**config.mk**
```make
export PLATFORM = sky130hd
export DESIGN_NAME = haraka_sponge_ctrl
export DESIGN_NICKNAME = d
export VERILOG_FILES = /design/src/rtl/haraka_sponge_ctrl.sv
export SDC_FILE = /design/constraint.sdc
export NUM_CORES = 2
export LEC_CHECK = 0
export CORE_AREA = 2 2 538 540
export CTS_BUF_LIST = sky130_fd_sc_hd__clkbuf_8
export DETAILED_ROUTE_END_ITERATION = 12
export DIE_AREA = 0 0 540 542
export MAX_ROUTING_LAYER = met4
export PLACE_DENSITY = 0.47
export SLEW_MARGIN = 20
export SYNTH_ARGS = -nofsm -noshare
export SYNTH_HDL_FRONTEND = slang
export SYNTH_SLANG_ARGS = --single-unit
```
**constraint.sdc**
```tcl
create_clock -name internal_clk -period 45.6 [get_ports internal_clk]
set_input_delay 9.12 -clock internal_clk [delete_from_list [all_inputs] [get_ports internal_clk]]
set_output_delay 9.12 -clock internal_clk [all_outputs]
set_load 0.02 [all_outputs]
```
**src/rtl/haraka_sponge_ctrl.sv**
```systemverilog
// Sponge controller for the Haraka-S hash path: absorbs padded rate blocks, sequences an
// external permutation core and squeezes an arbitrary-length digest as a byte stream.
module haraka_sponge_ctrl #(
  parameter int STATE_W = 512,
  parameter int RATE_W  = 256,
  parameter int LEN_W   = 64
) (
  input  logic               internal_clk,
  input  logic               reset,
  input  logic [RATE_W-1:0]  in_data,
  input  logic               in_valid,
  input  logic               in_last,
  output logic               in_ready,
  input  logic [LEN_W-1:0]   digest_bytes,
  output logic [STATE_W-1:0] perm_in,
  output logic               perm_start,
  input  logic [STATE_W-1:0] perm_out,
  input  logic               perm_done,
  output logic [7:0]         out_data,
  output logic               out_valid,
  input  logic               out_ready,
  output logic               out_last,
  output logic               busy
);

  localparam int CAP_W      = STATE_W - RATE_W;
  localparam int RATE_BYTES = RATE_W / 8;
  localparam int IDX_W      = (RATE_BYTES > 1) ? $clog2(RATE_BYTES) : 1;
  localparam logic [IDX_W-1:0] IDX_MAX = IDX_W'(RATE_BYTES - 1);

  typedef enum logic [2:0] {
    IDLE,
    AB_START,
    AB_WAIT,
    SQ_OUT,
    SQ_START,
    SQ_WAIT
  } state_t;

  state_t             state_q, state_d;
  logic [STATE_W-1:0] s_q, s_d;
  logic [STATE_W-1:0] perm_in_q, perm_in_d;
  logic [LEN_W-1:0]   rem_q, rem_d;
  logic [IDX_W-1:0]   idx_q, idx_d;
  logic               last_q, last_d;

  // Shifting the rate left by idx bytes puts the selected byte at the top (byte 0 = MSB).
  logic [RATE_W-1:0]  rate_shift;
  logic [7:0]         out_byte;

  assign rate_shift = s_q[STATE_W-1 -: RATE_W] << {idx_q, 3'b000};
  assign out_byte   = rate_shift[RATE_W-1 -: 8];
  assign perm_in    = perm_in_q;

  always_ff @(posedge internal_clk or posedge reset) begin
    if (reset) begin
      state_q   <= IDLE;
      s_q       <= '0;
      perm_in_q <= '0;
      rem_q     <= '0;
      idx_q     <= '0;
      last_q    <= 1'b0;
    end else begin
      state_q   <= state_d;
      s_q       <= s_d;
      perm_in_q <= perm_in_d;
      rem_q     <= rem_d;
      idx_q     <= idx_d;
      last_q    <= last_d;
    end
  end

  always_comb begin
    state_d    = state_q;
    s_d        = s_q;
    perm_in_d  = perm_in_q;
    rem_d      = rem_q;
    idx_d      = idx_q;
    last_d     = last_q;
    in_ready   = 1'b0;
    busy       = 1'b1;
    perm_start = 1'b0;
    out_valid  = 1'b0;
    out_last   = 1'b0;
    out_data   = '0;

    case (state_q)
      IDLE: begin
        in_ready = 1'b1;
        busy     = 1'b0;
        if (in_valid) begin
          perm_in_d = {s_q[STATE_W-1 -: RATE_W] ^ in_data, s_q[CAP_W-1:0]};
          if (in_last) begin
            rem_d  = digest_bytes;
            last_d = 1'b1;
          end
          state_d = AB_START;
        end
      end

      AB_START: begin
        perm_start = 1'b1;
        state_d    = AB_WAIT;
      end

      AB_WAIT: begin
        if (perm_done) begin
          s_d = perm_out;
          if (!last_q) begin
            state_d = IDLE;
          end else if (rem_q == '0) begin
            // Zero-length digest: message finished, nothing to squeeze.
            s_d     = '0;
            last_d  = 1'b0;
            state_d = IDLE;
          end else begin
            idx_d   = '0;
            state_d = SQ_OUT;
          end
        end
      end

      SQ_OUT: begin
        out_valid = 1'b1;
        out_data  = out_byte;
        out_last  = (rem_q == LEN_W'(1));
        if (out_ready) begin
          rem_d = rem_q - LEN_W'(1);
          idx_d = (idx_q == IDX_MAX) ? '0 : idx_q + IDX_W'(1);
          if (rem_q == LEN_W'(1)) begin
            s_d     = '0;
            last_d  = 1'b0;
            idx_d   = '0;
            state_d = IDLE;
          end else if (idx_q == IDX_MAX) begin
            perm_in_d = s_q;
            state_d   = SQ_START;
          end
        end
      end

      SQ_START: begin
        perm_start = 1'b1;
        state_d    = SQ_WAIT;
      end

      SQ_WAIT: begin
        if (perm_done) begin
          s_d     = perm_out;
          idx_d   = '0;
          state_d = SQ_OUT;
        end
      end

      default: state_d = IDLE;
    endcase
  end

endmodule

```
Word level (Yosys, flattened, before mapping)
Index checks and enable logic that the tools add are counted.

Flip-flop bits (word level): 1097. Bits in latches: 0. RAM bits: 0. Bits in read-only memories: 0. Word-level logic and storage cells: 87. Memories kept: 0.

$add $sub $neg: 2. Multiply operators: 0. Divide/modulo/power cells: 0. Magnitude comparators: 0. Equal/unequal tests: 18. Shift-type cells: 1. Multiplexer cells: 47. Bitwise logic cells: 1. Reductions and logical operators: 12.

Operators by type and width (count): 512-bit two-way mux (10); 512-bit case mux with 3 select lines (1); 512-bit case mux with 2 select lines (1); 256-bit by 8-bit left shift with 256-bit output (1); 256-bit XOR (1); 64-bit two-way mux (3); 64-bit case mux with 2 select lines (1); 64-bit by 1-bit equality test with 1-bit output, second input constant (1); 64-bit logical NOT (1); 64-bit by 1-bit subtractor with 64-bit output, second input constant (1); 5-bit two-way mux (7); 2-bit != test, second input constant (10); 3-bit two-way mux (6); 3-bit case mux with 6 select lines (1); 5-bit case mux with 3 select lines (1); 5-bit AND reduction (3); 1-bit two-way mux (12); 6-bit AND reduction (2); 8-bit two-way mux (1); 3-bit by 2-bit equality test with 1-bit output, second input constant (2); 3-bit equality test, second input constant (2); 3-bit nonzero test (2); 5-bit by 1-bit adder with 5-bit output, second input constant (1); 5-bit equality test, second input constant (1); other kinds (8) (9).

Logic depth before layout (Yosys ltp)
Depth after elaboration: 5. Gate-level depth with buffers: 10. Depth with buffers taken out: 8.

Worst setup path before layout
OpenSTA, ideal clock, no wires.

Path kind: reg2out. Start point: register idx_q[0]. End point: output port out_data[0]. Arrival: 2524 ps. Required time: 36480 ps. Slack: 33956 ps. Stages on the path, launching flop included: 10. Cell sequence: dfrtp_1 clkbuf_1 clkbuf_1 buf_1 mux2i_1 o221ai_1 o22ai_1 a21oi_1 a21oi_1 nor2_1.

Longest elaborated chain between the ends: 2.

RTL lines: start, declared (RTL line 44) `logic [IDX_W-1:0] idx_q, idx_d;`; start signal, assigned (RTL line 68) `idx_q <= idx_d;`; 256-bit by 8-bit left shift with 256-bit output (RTL line 51) `assign rate_shift = s_q[STATE_W-1 -: RATE_W] << {idx_q, 3'b000};`; 8-bit two-way mux (RTL line 87) `case (state_q)`; end, declared (RTL line 19) `output logic [7:0] out_data,`.

Every way passes these cells.

Final worst setup path
Start point: register idx_q[1]. End point: output port out_data[3].

Same word-level chain as after synthesis.

==> results.json <==
{
  "status": "finished, final reports clean",
  "ys_seq_area_share_pct": 58.4,
  "synth_warnings": 0,
  "clock_power_share_pct": 21.0,
  "synth_seq_cells": 1097,
  "synth_cell_types": 68,
  "fin_util_pct": 24.4,
  "insertion_delay_ps": 980,
  "p_comb_share_pct": 43.4,
  "cts-root-buf": "clkbuf_8",
  "ir_drop_v": 0.0000405,
  "dpl.hpwl_mm": 202,
  "ant_nets": 0,
  "crit_required_ps": 36480,
  "critPathCaptureType": "output pin",
  "synth_xor_area_share_pct": 4.79,
  "cts_hold_buf": 0,
  "p_int_uw": 3250,
  "met1_usage_pct": 19.8,
  "yosys.area_share.simple_pct": 5.33,
  "seqCellArea_sq_mm": 0.0275,
  "tightest_slew_ps": 1140,
  "netlist_area_sq_mm": 0.0470,
  "hold_class": "reg -> reg",
  "worst-setup-path-type": "reg -> out",
  "switchingPower_uw": 2200,
  "globalRouteMet3Util_pct": 6.42,
  "ios": 1363,
  "synth-compound-area-share_pct": 13.5,
  "layout_commonest_cell": "clkdlybuf4s50_1",
  "grt_max_degree": 144,
  "start_util_pct": 16.4,
  "powerDensity_mw_per_mm2": 77.9,
  "rsz0062_at_grt": "no",
  "layout-drive-gt1-share_pct": 18.1,
  "first_pass_iters": 7,
  "final_cell_mix": "clkdlybuf4s50_1, dfrtp_1, a22o_1",
  "routed-via-count": 37400,
  "cts_resized": 0,
  "cts_made_buffers": 220,
  "fin_nets": 5824,
  "synth_mux_area_share_pct": 15.2,
  "path_max_fanout": 37,
  "period_minus_slack_ps": 14480,
  "first_global_vias": 39200,
  "die_area_sq_mm": 0.293,
  "fin_crit_sh_pct": 31.8,
  "fin_worst_skew_ps": 57.9,
  "clk_pin_slew_ps": 60,
  "grt_usage_pct": 17.7,
  "synth_top_family_by_area": "multiplexers",
  "drt_wl_total_mm": 261,
  "synthArstFlopShare_pct": 100,
  "synth_edf_count": 0,
  "antenna_found_initial": 133,
  "cts_htree_levels": 4,
  "cts_sinks": 1097,
  "area_delta_synth_final_pct": 48.8,
  "drc": 0,
  "die_w_microns": 540,
  "max-slew-margin-rel_pct": 24.2,
  "grtUsageMet2_pct": 29.6,
  "slew_viol_final": 0,
  "grt_pass1_wl_mm": 350,
  "fp.dieH_microns": 542,
  "cts_buffer_depth": 4,
  "syn_inst": 3599,
  "rows": 197,
  "fin_setup_tns_ps": 0,
  "wl_per_cell_microns": 29.0,
  "drtIter0Drc": 2433,
  "switching_share_pct": 40.4,
  "worst_setup_path_start_kind": "flop",
  "grt_overflow": 0,
  "cts_tree": "done",
  "fmax_mhz": 69.0,
  "globalRoute.busiestLayer": "met2",
  "p_leak_uw": 0.0288,
  "syn_avg_cell_area_sq_um": 13.1,
  "final-hold-violation-count": 0,
  "synth_nets": 4442,
  "finalPower_uw": 5450,
  "synthFlopType": "dfrtp_1",
  "synth_fa_ha_area_share_pct": 0.133,
  "cp_data_arrival_time_ps": 5360,
  "post_cts_buffers": 0,
  "power_frac_seq_pct": 35.6,
  "fp.coreArea_sq_mm": 0.287,
  "gp_congestion": 0.870,
  "max-cap-violations": 0,
  "multi_input_area_sq_mm": 0.0185,
  "setup_viol": 0,
  "viasPerCell": 4.15,
  "nFillCells": 30300,
  "timing.hold.ws_ps": 449,
  "port_buffers": 1362
}
[worst max-delay path, stage by stage, from the launching register on]
cell and delay, ps:
dfrtp_4 1080, nand2_4 610, o221ai_1 940, o22ai_1 200
a21oi_1 450, a21oi_1 180, nor2_1 230, clkdlybuf4s50_1 640
[registers in the layout, summed over array words and instances, names as in the netlist]
name     flops
state_q      3
rem_q       64
last_q       1
idx_q        5
perm_in    512
s_q        512
[per-layer routing]
metal | wire, microns | vias to the layer above
met5 | 0 | -
met4 | 7710 | 0
met3 | 23400 | 405
met2 | 128000 | 1669
met1 | 102000 | 19100
li1 | - | 16100
[worst paths after layout]
path | from | end | slack (ps) | depth (start not counted)
worst min register to register | s_q[252]$_DFFE_PP0P_ | perm_in[252]$_DFFE_PP0P_ | 450 | 1
worst min-delay path | s_q[252]$_DFFE_PP0P_ | perm_in[252]$_DFFE_PP0P_ | 450 | 1
worst max-delay path | idx_q[1]$_DFFE_PP0P_ | out_data[3] | 31120 | 7
max in group asynchronous | reset | perm_in[29]$_DFFE_PP0P_ | 33580 | 6
worst max register to register | rem_q[10]$_DFFE_PP0P_ | perm_in[191]$_DFFE_PP0P_ | 38270 | 10
min in group asynchronous | reset | s_q[387]$_DFFE_PP0P_ | 8640 | 2
[cells by family after synthesis]
group / Yosys count
AO/OA/AOI/OAI: 791
XOR/XNOR: 257
adder cells (fa/ha/maj): 5
buffers and inverters: 276
flip-flops: 1097
multiplexers: 611
AND/OR/NAND/NOR: 562
[stage by stage]
stage / std cells / worst slack, ps / area (sq um)
floorplan: 3599 / 5590 / 47000
finish: 9000 / 31120 / 70000
global route: 8992 / 30950 / 69900
CTS: 8932 / 30440 / 69700
global placement: 8531 / 30640 / 64700
detailed placement: 8538 / 31500 / 64900
[synthesized netlist by cell type, types with 44 or more instances]
| cell | number | area, sq um |
|---|---|---|
| clkbuf_1 | 183 | 687 |
| mux2_1 | 44 | 495 |
| mux2i_1 | 67 | 671 |
| mux2_2 | 468 | 5270 |
| nor2_1 | 74 | 278 |
| a22o_1 | 516 | 4520 |
| buf_4 | 48 | 360 |
| a21oi_1 | 64 | 320 |
| nand2_1 | 337 | 1260 |
| o21ai_0 | 57 | 285 |
| xnor2_1 | 257 | 2250 |
| dfrtp_1 | 1097 | 27500 |
[cell type report]
class | count | area share, %
diodes | 66 | 0.236
clock buffers | 282 | 5.55
clock inverters | 112 | 1.44
inverters | 11 | 0.0698
multi-input cells | 2226 | 26.4
flip-flops and latches | 1097 | 39.3
well taps | 3781 | 6.76
repair buffers | 1425 | 20.3
[power by group through the flow]
stage          combinational, uW  clock [uW]  sequential, uW
2_1_floorplan               1140           0            1960
3_3_place_gp                2370           0            1970
3_5_place_dp                2400           0            1980
4_1_cts                     2410        1190            1970
5_1_grt                     2530        1230            2000
6_report                    2360        1150            1940
Power figures use the tool's default switching activity.
